<file path="config.mk">
export PLATFORM = sky130hd
export DESIGN_NAME = sm_arith_unit
export DESIGN_NICKNAME = d
export VERILOG_FILES = /design/src/rtl/sm_arith_pkg.sv /design/src/rtl/sm_arith_unit_mag_core.sv /design/src/rtl/sm_arith_unit.sv
export SDC_FILE = /design/constraint.sdc
export NUM_CORES = 1
export LEC_CHECK = 0
export ABC_AREA = 1
export BUFFER_PORTS_ARGS = -buffer_cell sky130_fd_sc_hd__buf_2
export CAP_MARGIN = 10
export CELL_PAD_IN_SITES_DETAIL_PLACEMENT = 1
export CELL_PAD_IN_SITES_GLOBAL_PLACEMENT = 1
export CORE_MARGIN = 5
export CORE_UTILIZATION = 38
export DETAILED_ROUTE_END_ITERATION = 16
export GPL_TIMING_DRIVEN = 0
export PLACE_DENSITY_LB_ADDON = 0.05
export SYNTH_ARGS = -nofsm -noshare
export SYNTH_HDL_FRONTEND = slang
export SYNTH_SLANG_ARGS = --single-unit
export TNS_END_PERCENT = 1
</file>
<file path="constraint.sdc">
create_clock -name clk -period 2.2 [get_ports clk]
set_clock_uncertainty 0.1 [all_clocks]
set_input_delay 0.22 -clock clk [delete_from_list [all_inputs] [get_ports clk]]
set_output_delay 0.22 -clock clk [all_outputs]
set_load 0.01 [all_outputs]
</file>
<file path="src/rtl/sm_arith_pkg.sv">
// Shared types and helpers for the sign-magnitude arithmetic unit.
// Optional build macro used by the top: SM_SATURATE_EN.
package sm_arith_pkg;

    typedef enum logic [1:0] {
        SM_ADD  = 2'd0,
        SM_SUB  = 2'd1,
        SM_GE   = 2'd2,
        SM_RSVD = 2'd3
    } sm_op_t;

    // A zero magnitude must always carry a positive sign.
    function automatic logic sm_neg_zero_fix(input logic sign, input logic mag_is_zero);
        return sign & ~mag_is_zero;
    endfunction

endpackage : sm_arith_pkg

</file>
<file path="src/rtl/sm_arith_unit_mag_core.sv">
// Unsigned magnitude datapath: adder with carry out, >= comparator,
// and a larger-minus-smaller subtractor.
module sm_mag_core
    import sm_arith_pkg::*;
#(
    parameter int MW = 3
) (
    input  logic [MW-1:0] ma,
    input  logic [MW-1:0] mb,
    output logic [MW-1:0] sum,
    output logic          carry,
    output logic          ge,
    output logic [MW-1:0] diff
);

    logic [MW:0] sum_ext_s;

    // Magnitude add; the extra bit is the overflow carry.
    always_comb begin
        sum_ext_s = {1'b0, ma} + {1'b0, mb};
        sum       = sum_ext_s[MW-1:0];
        carry     = sum_ext_s[MW];
    end

    // Compare, then subtract the smaller from the larger so no borrow exists.
    always_comb begin
        ge = (ma >= mb);
        if (ge) begin
            diff = ma - mb;
        end else begin
            diff = mb - ma;
        end
    end

endmodule : sm_mag_core

</file>
<file path="src/rtl/sm_arith_unit.sv">
// Registered sign-magnitude add / subtract / magnitude-compare slice, one cycle latency.
// Build macro SM_SATURATE_EN: saturate ADD/SUB overflow instead of wrapping.
module sm_arith_unit
    import sm_arith_pkg::*;
#(
    parameter int WIDTH = 4
) (
    input  logic             clk,
    input  logic             rst,
    input  logic             in_valid,
    input  logic [1:0]       op,
    input  logic [WIDTH-1:0] a,
    input  logic [WIDTH-1:0] b,
    output logic             out_valid,
    output logic [WIDTH-1:0] result,
    output logic             of
);

    localparam int MW = WIDTH - 1;

    sm_op_t           op_s;
    logic             sa_s;
    logic             sb_eff_s;
    logic [MW-1:0]    ma_s;
    logic [MW-1:0]    mb_s;
    logic [MW-1:0]    sum_s;
    logic [MW-1:0]    diff_s;
    logic             carry_s;
    logic             ge_s;
    logic             sign_s;
    logic [MW-1:0]    mag_s;
    logic [WIDTH-1:0] alu_res_s;
    logic             alu_of_s;

    logic [WIDTH-1:0] result_d;
    logic [WIDTH-1:0] result_q;
    logic             of_d;
    logic             of_q;
    logic             out_valid_d;
    logic             out_valid_q;

    assign op_s = sm_op_t'(op);
    assign sa_s = a[WIDTH-1];
    assign ma_s = a[MW-1:0];
    assign mb_s = b[MW-1:0];

    sm_mag_core #(
        .MW (MW)
    ) u_mag_core (
        .ma    (ma_s),
        .mb    (mb_s),
        .sum   (sum_s),
        .carry (carry_s),
        .ge    (ge_s),
        .diff  (diff_s)
    );

    // Effective sign of B: subtraction is addition of the negated operand.
    always_comb begin
        if (op_s == SM_SUB) begin
            sb_eff_s = ~b[WIDTH-1];
        end else begin
            sb_eff_s = b[WIDTH-1];
        end
    end

    // Op decode, sign selection, overflow handling and zero normalisation.
    always_comb begin
        sign_s    = 1'b0;
        mag_s     = {MW{1'b0}};
        alu_of_s  = 1'b0;
        alu_res_s = {WIDTH{1'b0}};
        case (op_s)
            SM_ADD, SM_SUB: begin
                if (sa_s == sb_eff_s) begin
                    sign_s   = sa_s;
                    alu_of_s = carry_s;
`ifdef SM_SATURATE_EN
                    if (carry_s) begin
                        mag_s = {MW{1'b1}};
                    end else begin
                        mag_s = sum_s;
                    end
`else
                    mag_s = sum_s;
`endif
                end else begin
                    // Opposite signs: the larger magnitude owns the sign.
                    if (ge_s) begin
                        sign_s = sa_s;
                    end else begin
                        sign_s = sb_eff_s;
                    end
                    mag_s    = diff_s;
                    alu_of_s = 1'b0;
                end
                alu_res_s = {sm_neg_zero_fix(sign_s, (mag_s == {MW{1'b0}})), mag_s};
            end
            SM_GE: begin
                alu_res_s = {{MW{1'b0}}, ge_s};
            end
            SM_RSVD: begin
                alu_res_s = {WIDTH{1'b0}};
            end
            default: begin
                alu_res_s = {WIDTH{1'b0}};
            end
        endcase
    end

    // Capture a new result only on accepted inputs; otherwise hold.
    always_comb begin
        out_valid_d = in_valid;
        if (in_valid) begin
            result_d = alu_res_s;
            of_d     = alu_of_s;
        end else begin
            result_d = result_q;
            of_d     = of_q;
        end
    end

    // Output registers with asynchronous clear.
    always_ff @(posedge clk or posedge rst) begin
        if (rst) begin
            result_q    <= {WIDTH{1'b0}};
            of_q        <= 1'b0;
            out_valid_q <= 1'b0;
        end else begin
            result_q    <= result_d;
            of_q        <= of_d;
            out_valid_q <= out_valid_d;
        end
    end

    assign result    = result_q;
    assign of        = of_q;
    assign out_valid = out_valid_q;

endmodule : sm_arith_unit

</file>
==> results by group, run 1 <==
Routing
  – # DRC: 0
  – Final WL: about 1.4 mm
  – DR vias: approximately 600
  – Drt wl/cell: 10.7 um
  – Via density: 4.50
  – Final ANT Viol Nets: 0
  – Drt pass-1 iters: 4
  – Iter 0 DRT Violations: 3

Critical path
  – Worst r2r src: result[0]
  – Crit Path Class: in2reg
  – Worst Setup SP: b[0]
  – CP Launch Type: primary input
  – CP Capture Type: flop
  – CP Data Arrival Time: roughly 1600 ps
  – RR Endpoint: result[0]
  – FF-to-FF path depth: 2
  – End point of the critical path: result[3]
  – Worst Path Max Fanout: 3
  – CP required: approximately 2200 ps
  – Reg2reg setup slack: 1460 ps

Min path
  – Hold Path Class: in2reg
  – Hold Path Stages: 4

Power
  – Gate power share: 42.0%
  – Pwr Total: 0.391 mW
  – Max VDD drop: 0.000167 V
  – Clock share of power: roughly 25%
  – Switching share of power: 35.3%
  – Switching power: 0.138 mW
  – Leak: slightly below 0.5 nW
  – Flop pwr share: about a third
  – PD cells: between 400 and 500 nW/um^2
  – Internal: 0.253 mW

Synthesis
  – Seq/Total Area, Yosys: 22.5%
  – Yosys reg bits: 6
  – Cell area after synthesis: 668 um^2
  – Synth Warn #: 0
  – Cells after Synth: 85
  – Synthesized area per cell: 7.86 um^2
  – Count of cell types in the netlist: 21
  – Post-Synthesis Net Count: 109

GRT
  – GRT met1 Usage: 11.4%
  – Global-route usage over all layers: 11.2%
  – Largest net degree at the start of global routing: 8
  – First-pass GRT wire length: 2.35 mm
  – M3 GR Usage: 3.15%
  – Total grt overflow: 0
  – Vias in the first global route: 618
  – Met2 Use GR: 22.6%
  – Initial antenna violation count: 0
  – GRT busiest layer: met2

Clock tree
  – TritonCTS Buffers: 3
  – Clk pin slew, worst setup/hold paths: roughly 40 ps
  – CTS tree: built
  – Sinks on Clock Net: 6
  – Clock root buffer: clkbuf_4
  – CTS H-tree lvls: 1
  – Clk_lat worst skew: ~240 ps
  – Max clock buf depth: 2
  – Post-cts sizing count: 0

Timing
  – Setup ws final: 658 ps
  – Slew headroom: between 80% and 90%
  – Slew @ Worst Pin: 229 ps
  – Max-slew violations: 0
  – RSZ-0062 raised after global routing: false
  – Minimum clock period: roughly 1500 ps
  – Hold Vio Cnt, Final: 0
  – Final setup viols: 0
  – Crit share post-route: a little over two thirds
  – Setup TNS: 0 ps
  – Max Freq: ~650 MHz
  – Hold_ws: 203 ps

Floorplan
  – Initial Utilization: around two fifths
  – Num rows: 15
  – Die H: 51.9 um
  – IO Pins: 19
  – DIE WIDTH: 51.9 um
  – Die ar.: 2700 um^2
  – Core region area: 1710 um^2

Place
  – Hpwl dp: between 1 and 1.5 mm
  – Placed cells: 128
  – Place WS: 390 ps
  – RePlAce Congestion: 0.765
  – Port Buffer Count: 18

Flow run
  – Max-Cap Viols: 0

Layout
  – # nets final: between 100 and 150
  – Diode count: 0
  – Share of layout cells above drive strength 1: 33.3%
  – Commonest non-fill, non-tap cell in the layout: nand2_1
  – Area delta synth->final: 24.5%
  – Most frequent cells in the layout: 22 x nand2_1, 18 x buf_2, 13 x inv_1, 8 x ha_1, 6 x dfrtp_1
  – Layout Cells excl Fill: 133

Outcome
  – Status: complete, no violations
==> per-layer routing <==
layer,vias to the layer above,part of all wire (%)
met5,-,0
met4,0,0
met3,0,7.1
met2,18,53
met1,272,40
li1,308,-
==> per-stage QoR <==
step | cell area, um^2 | utilization [%]
after floorplan | 668 | -
after global routing | 832 | 48.7
final | 832 | 48.7
after global placement | 790 | 46.2
after detailed placement | 790 | 46.2
after CTS | 832 | 48.7
==> cell usage after synthesis, drive strengths merged <==
library cell,number,area [um^2]
a21oi,3,26.3
nand3b,1,7.51
nand2,31,159
ha,8,100
clkinv,1,5.00
o21ai,4,20.0
inv,15,56.3
xor2,2,17.5
nand3,6,35.0
o211ai,1,7.51
buf,1,11.3
nor3,1,5.00
fa,3,60.1
dfrtp,6,150
nor2,2,7.51
==> sequential cells by signal (all words and copies together), names as in the netlist <==
register,cells
of,1
out_valid,1
result,4
==> worst max-delay path, cell delays in order <==
cell and delay (ps):
buf_2 100, inv_1 40, ha_1 200, fa_1 390, inv_1 70, nand2_1 40, nand2_1 60, nand3_1 70
nand2_1 70, nand2_1 60, nand2_2 70, nand3_2 60, nand2_1 70, nand2_1 50
==> power groups by stage <==
stage	Sequential [mW]	Clock, mW	Combinational, mW
detailed placement	0.130	0	0.165
CTS	0.129	0.101	0.169
finish	0.129	0.0982	0.165
floorplan	0.137	0	0.107
global placement	0.130	0	0.160
global route	0.130	0.109	0.185
==> timing repair <==
item                                    in CTS  in global routing
hold buffers                                 2                  0
endpoints found under the setup margin       0                  0
hold endpoints to repair                     7                  0
setup buffers                                0                  0
==> area by class of cell <==
cell class	count	area (um^2)
plain buffers	1	11.3
clock buffers	3	22.5
fillers	225	876
inverters	16	61.3
multi-input cells	62	445
flip-flops and latches	6	150
well taps	25	31.3
repair buffers	20	110
==> worst min-delay path by stage <==
stage                     startpoint  slack [ps]         to
final                          op[1]         200         of
after global routing           op[1]         240         of
after CTS                      op[1]         210         of
after detailed placement         rst          40  out_valid
after global placement           rst          30  out_valid
after floorplan                  rst         -90         of
==> kinds of logic after synthesis <==
logic type                 share of synthesized area [%]
and+or+nand+nor                                     32.0
buffers and inverters                               10.9
adders and majority gates                           24.0
AOI/OAI and AO/OA                                   8.05
DFF                                                 22.5
xor gates and xnor gates                            2.62
(Power assumes the default switching activity.)
==> run 2: changes to the inputs <==
CORE_UTILIZATION = 32   (was 38)
clock period = 1.3 ns   (was 2.2 ns; I/O delays follow)
==> run 2 against run 1 <==
Effect of this change: the flow now finishes with violations (setup timing); global-route usage down 0.33 points; sequential cell count did not move; critical path depth shrank 3; die area increased by 15%; non-clock buffer count is 2 higher; wire length up 6.0%; via count up 1.7%; highest routed layer unchanged; total power up 82%; critical path type unchanged; utilization fell by 0.99 points.
==> results by group, run 2 (same netlist as run 1, synthesis figures left out) <==
Outcome
  – Status: finished, violations left (was complete, no violations)
  – Failing checks: setup timing

GRT
  – Initial antenna violation count: 0 (unchanged)
  – Largest net degree at the start of global routing: 8 (unchanged)
  – Global-route usage over all layers: 10.9% (was 11.2%)
  – First-pass GRT wire length: 2.75 mm (was 2.35 mm)
  – Total grt overflow: 0 (unchanged)
  – Vias in the first global route: 618 (unchanged)

Critical path
  – Worst Path Max Fanout: 3 (unchanged)
  – Crit Path Class: in2reg (unchanged)
  – Critical-path cell list: buf_6 -> inv_2 -> ha_4 -> fa_2 -> nand2_2 -> nand2_2 -> nand2_2 -> nand2_2 -> nand3_2 -> nand2_1 -> nand2_1 (was buf_2 -> inv_1 -> ha_1 -> fa_1 -> inv_1 -> nand2_1 -> nand2_1 -> nand3_1 -> nand2_1 -> nand2_1 -> nand2_2 -> nand3_2 -> nand2_1 -> nand2_1)
  – CP Launch Type: primary input (unchanged)
  – Most common cell on crit path: nand2_2 (was nand2_1)
  – CP required: 1330 ps (was 2230 ps)
  – Worst Path Buf+Inv: 2 (was 3)
  – CP max stage cell: fa_2 (was fa_1)
  – Crit-path max cell delay: 530 ps (was 390 ps)
  – CP Capture Type: flop (unchanged)
  – CP Data Arrival Time: 1360 ps (was 1570 ps)
  – Top Family by Delay on Critical Path: adder cells (unchanged)

Floorplan
  – Initial Utilization: 33.7% (was 39.1%)
  – Die ar.: 3100 um^2 (was 2700 um^2)
  – Core region area: 1980 um^2 (was 1710 um^2)
  – Die H: 55.7 um (was 51.9 um)
  – Num rows: 16 (was 15)
  – DIE WIDTH: 55.7 um (was 51.9 um)
  – IO Pins: 19 (unchanged)

Layout
  – Commonest non-fill, non-tap cell in the layout: nand2_1 (unchanged)
  – Layout Cells excl Fill: 137 (was 133)
  – Multi-input logic area: 503 um^2 (was 445 um^2)
  – # nets final: 136 (was 134)
  – Storage element area: 150 um^2 (unchanged)
  – Layout fillers: 251 (was 225)
  – Max reg flops: 4 (unchanged)
  – Diode count: 0 (unchanged)
  – Final Instance Area: 946 um^2 (was 832 um^2)
  – Area delta synth->final: 41.6% (was 24.5%)
  – Final core occ: 47.7% (was 48.7%)
  – Share of layout cells above drive strength 1: 46.4% (was 33.3%)
  – Most frequent cells in the layout: 20 x nand2_1, 14 x buf_2, 9 x inv_1, 7 x nand2_2, 6 x dfrtp_1 (was 22 x nand2_1, 18 x buf_2, 13 x inv_1, 8 x ha_1, 6 x dfrtp_1)

Place
  – Placed cell area: 840 um^2 (was 790 um^2)
  – Placed cells: 130 (was 128)
  – RePlAce Congestion: 0.741 (was 0.765)
  – Port Buffer Count: 18 (unchanged)
  – Hpwl dp: 1.28 mm (was 1.25 mm)

Power
  – Pwr Total: 0.711 mW (was 0.391 mW)
  – Max VDD drop: 0.000357 V (was 0.000167 V)
  – PD cells: 752 nW/um^2 (was 471 nW/um^2)
  – Leak: 0.502 nW (was 0.482 nW)

Routing
  – Drt pass-1 iters: 4 (unchanged)
  – Drt wl/cell: 11.0 um (was 10.7 um)
  – Final WL: 1.51 mm (was 1.42 mm)
  – # DRC: 0 (unchanged)
  – Final ANT Viol Nets: 0 (unchanged)
  – DR vias: 608 (was 598)
  – Iter 0 DRT Violations: 7 (was 3)
  – Via density: 4.44 (was 4.50)

Timing
  – Slew @ Worst Pin: 233 ps (was 229 ps)
  – Setup ws final: -35.7 ps (was 658 ps)
  – Minimum clock period: between 1000 and 1500 ps
  – Max-slew violations: 0 (unchanged)
  – Crit share post-route: 103%
  – Max Freq: 749 MHz
  – Final setup viols: 1 (was 0)
  – Slew headroom: 84.5% (was 84.7%)
  – Hold_ws: 122 ps (was 203 ps)
  – Hold Vio Cnt, Final: 0 (unchanged)
  – RSZ-0062 raised after global routing: true (was false)

Clock tree
  – Max clock buf depth: 2 (unchanged)
  – TritonCTS Buffers: 3 (unchanged)
  – CTS H-tree lvls: 1 (unchanged)
  – CTS tree: built (unchanged)
  – Clk_lat worst skew: 240 ps (about the same)
  – Clk pin slew, worst setup/hold paths: 40 ps (about the same)
  – Clock root buffer: clkbuf_4 (unchanged)
  – Sinks on Clock Net: 6 (unchanged)

Flow run
  – Max-Cap Viols: 0 (unchanged)

Min path
  – Hold Path Class: in2reg (unchanged)
-- run 2: path summary, 6_finish.rpt --
kind / end / depth (start not counted) / start / slack (ps)
worst max-delay path: result[3] / 11 / a[0] / -40
worst min-delay path: result[0] / 4 / op[0] / 120
worst max register to register: result[0] / 2 / result[0] / 570
worst min register to register: result[3] / 2 / result[3] / 360
max in group asynchronous: result[3] / 3 / rst / 650
min in group asynchronous: result[0] / 3 / rst / 250
-- run 2: layer usage --
metal  track usage, %  vias up  share of wire [%]
li1                 -      309                  -
met1             13.1      285                 41
met2             18.9       14                 55
met3             2.09        0                4.7
met4             4.17        0                  0
met5                0        -                  0
-- run 2: repair_timing --
item	CTS	global route
pin swaps	9	7
hold buffers	2	0
cloned	0	0
setup buffers	1	1
endpoints found under the setup margin	3	3
gates resized for setup	10	4
hold endpoints to repair	7	0
-- run 2: worst min-delay path, delay by kind of cell --
kind / cells / cell delay, ps
buffers and inverters: 1 / 100
AO/OA/AOI/OAI: 1 / 70
AND/OR/NAND/NOR: 2 / 110
-- run 2: cell type report --
cell class	count	share of cell area [%]
Buffer	1	1.19
Sequential cell	6	15.9
Inverter	16	7.80
Tap cell	27	3.57
Multi-Input combinational cell	62	53.2
Timing Repair Buffer	22	16.0
Clock buffer	3	2.38
-- run 2: power by group --
group / switching [mW] / total, mW / internal [mW]
clock network: 0.0622 / 0.166 / 0.104
registers: 0.00953 / 0.218 / 0.208
logic: 0.182 / 0.327 / 0.145
-- run 2: through the flow --
| stage | TNS [ps] | setup WS [ps] |
|---|---|---|
| 6_report | -35.7 | -35.7 |
| 4_1_cts | -26.4 | -26.4 |
| 2_1_floorplan | -143 | -106 |
| 5_1_grt | -231 | -126 |
| 3_3_place_gp | -1200 | -445 |
| 3_5_place_dp | -1250 | -457 |
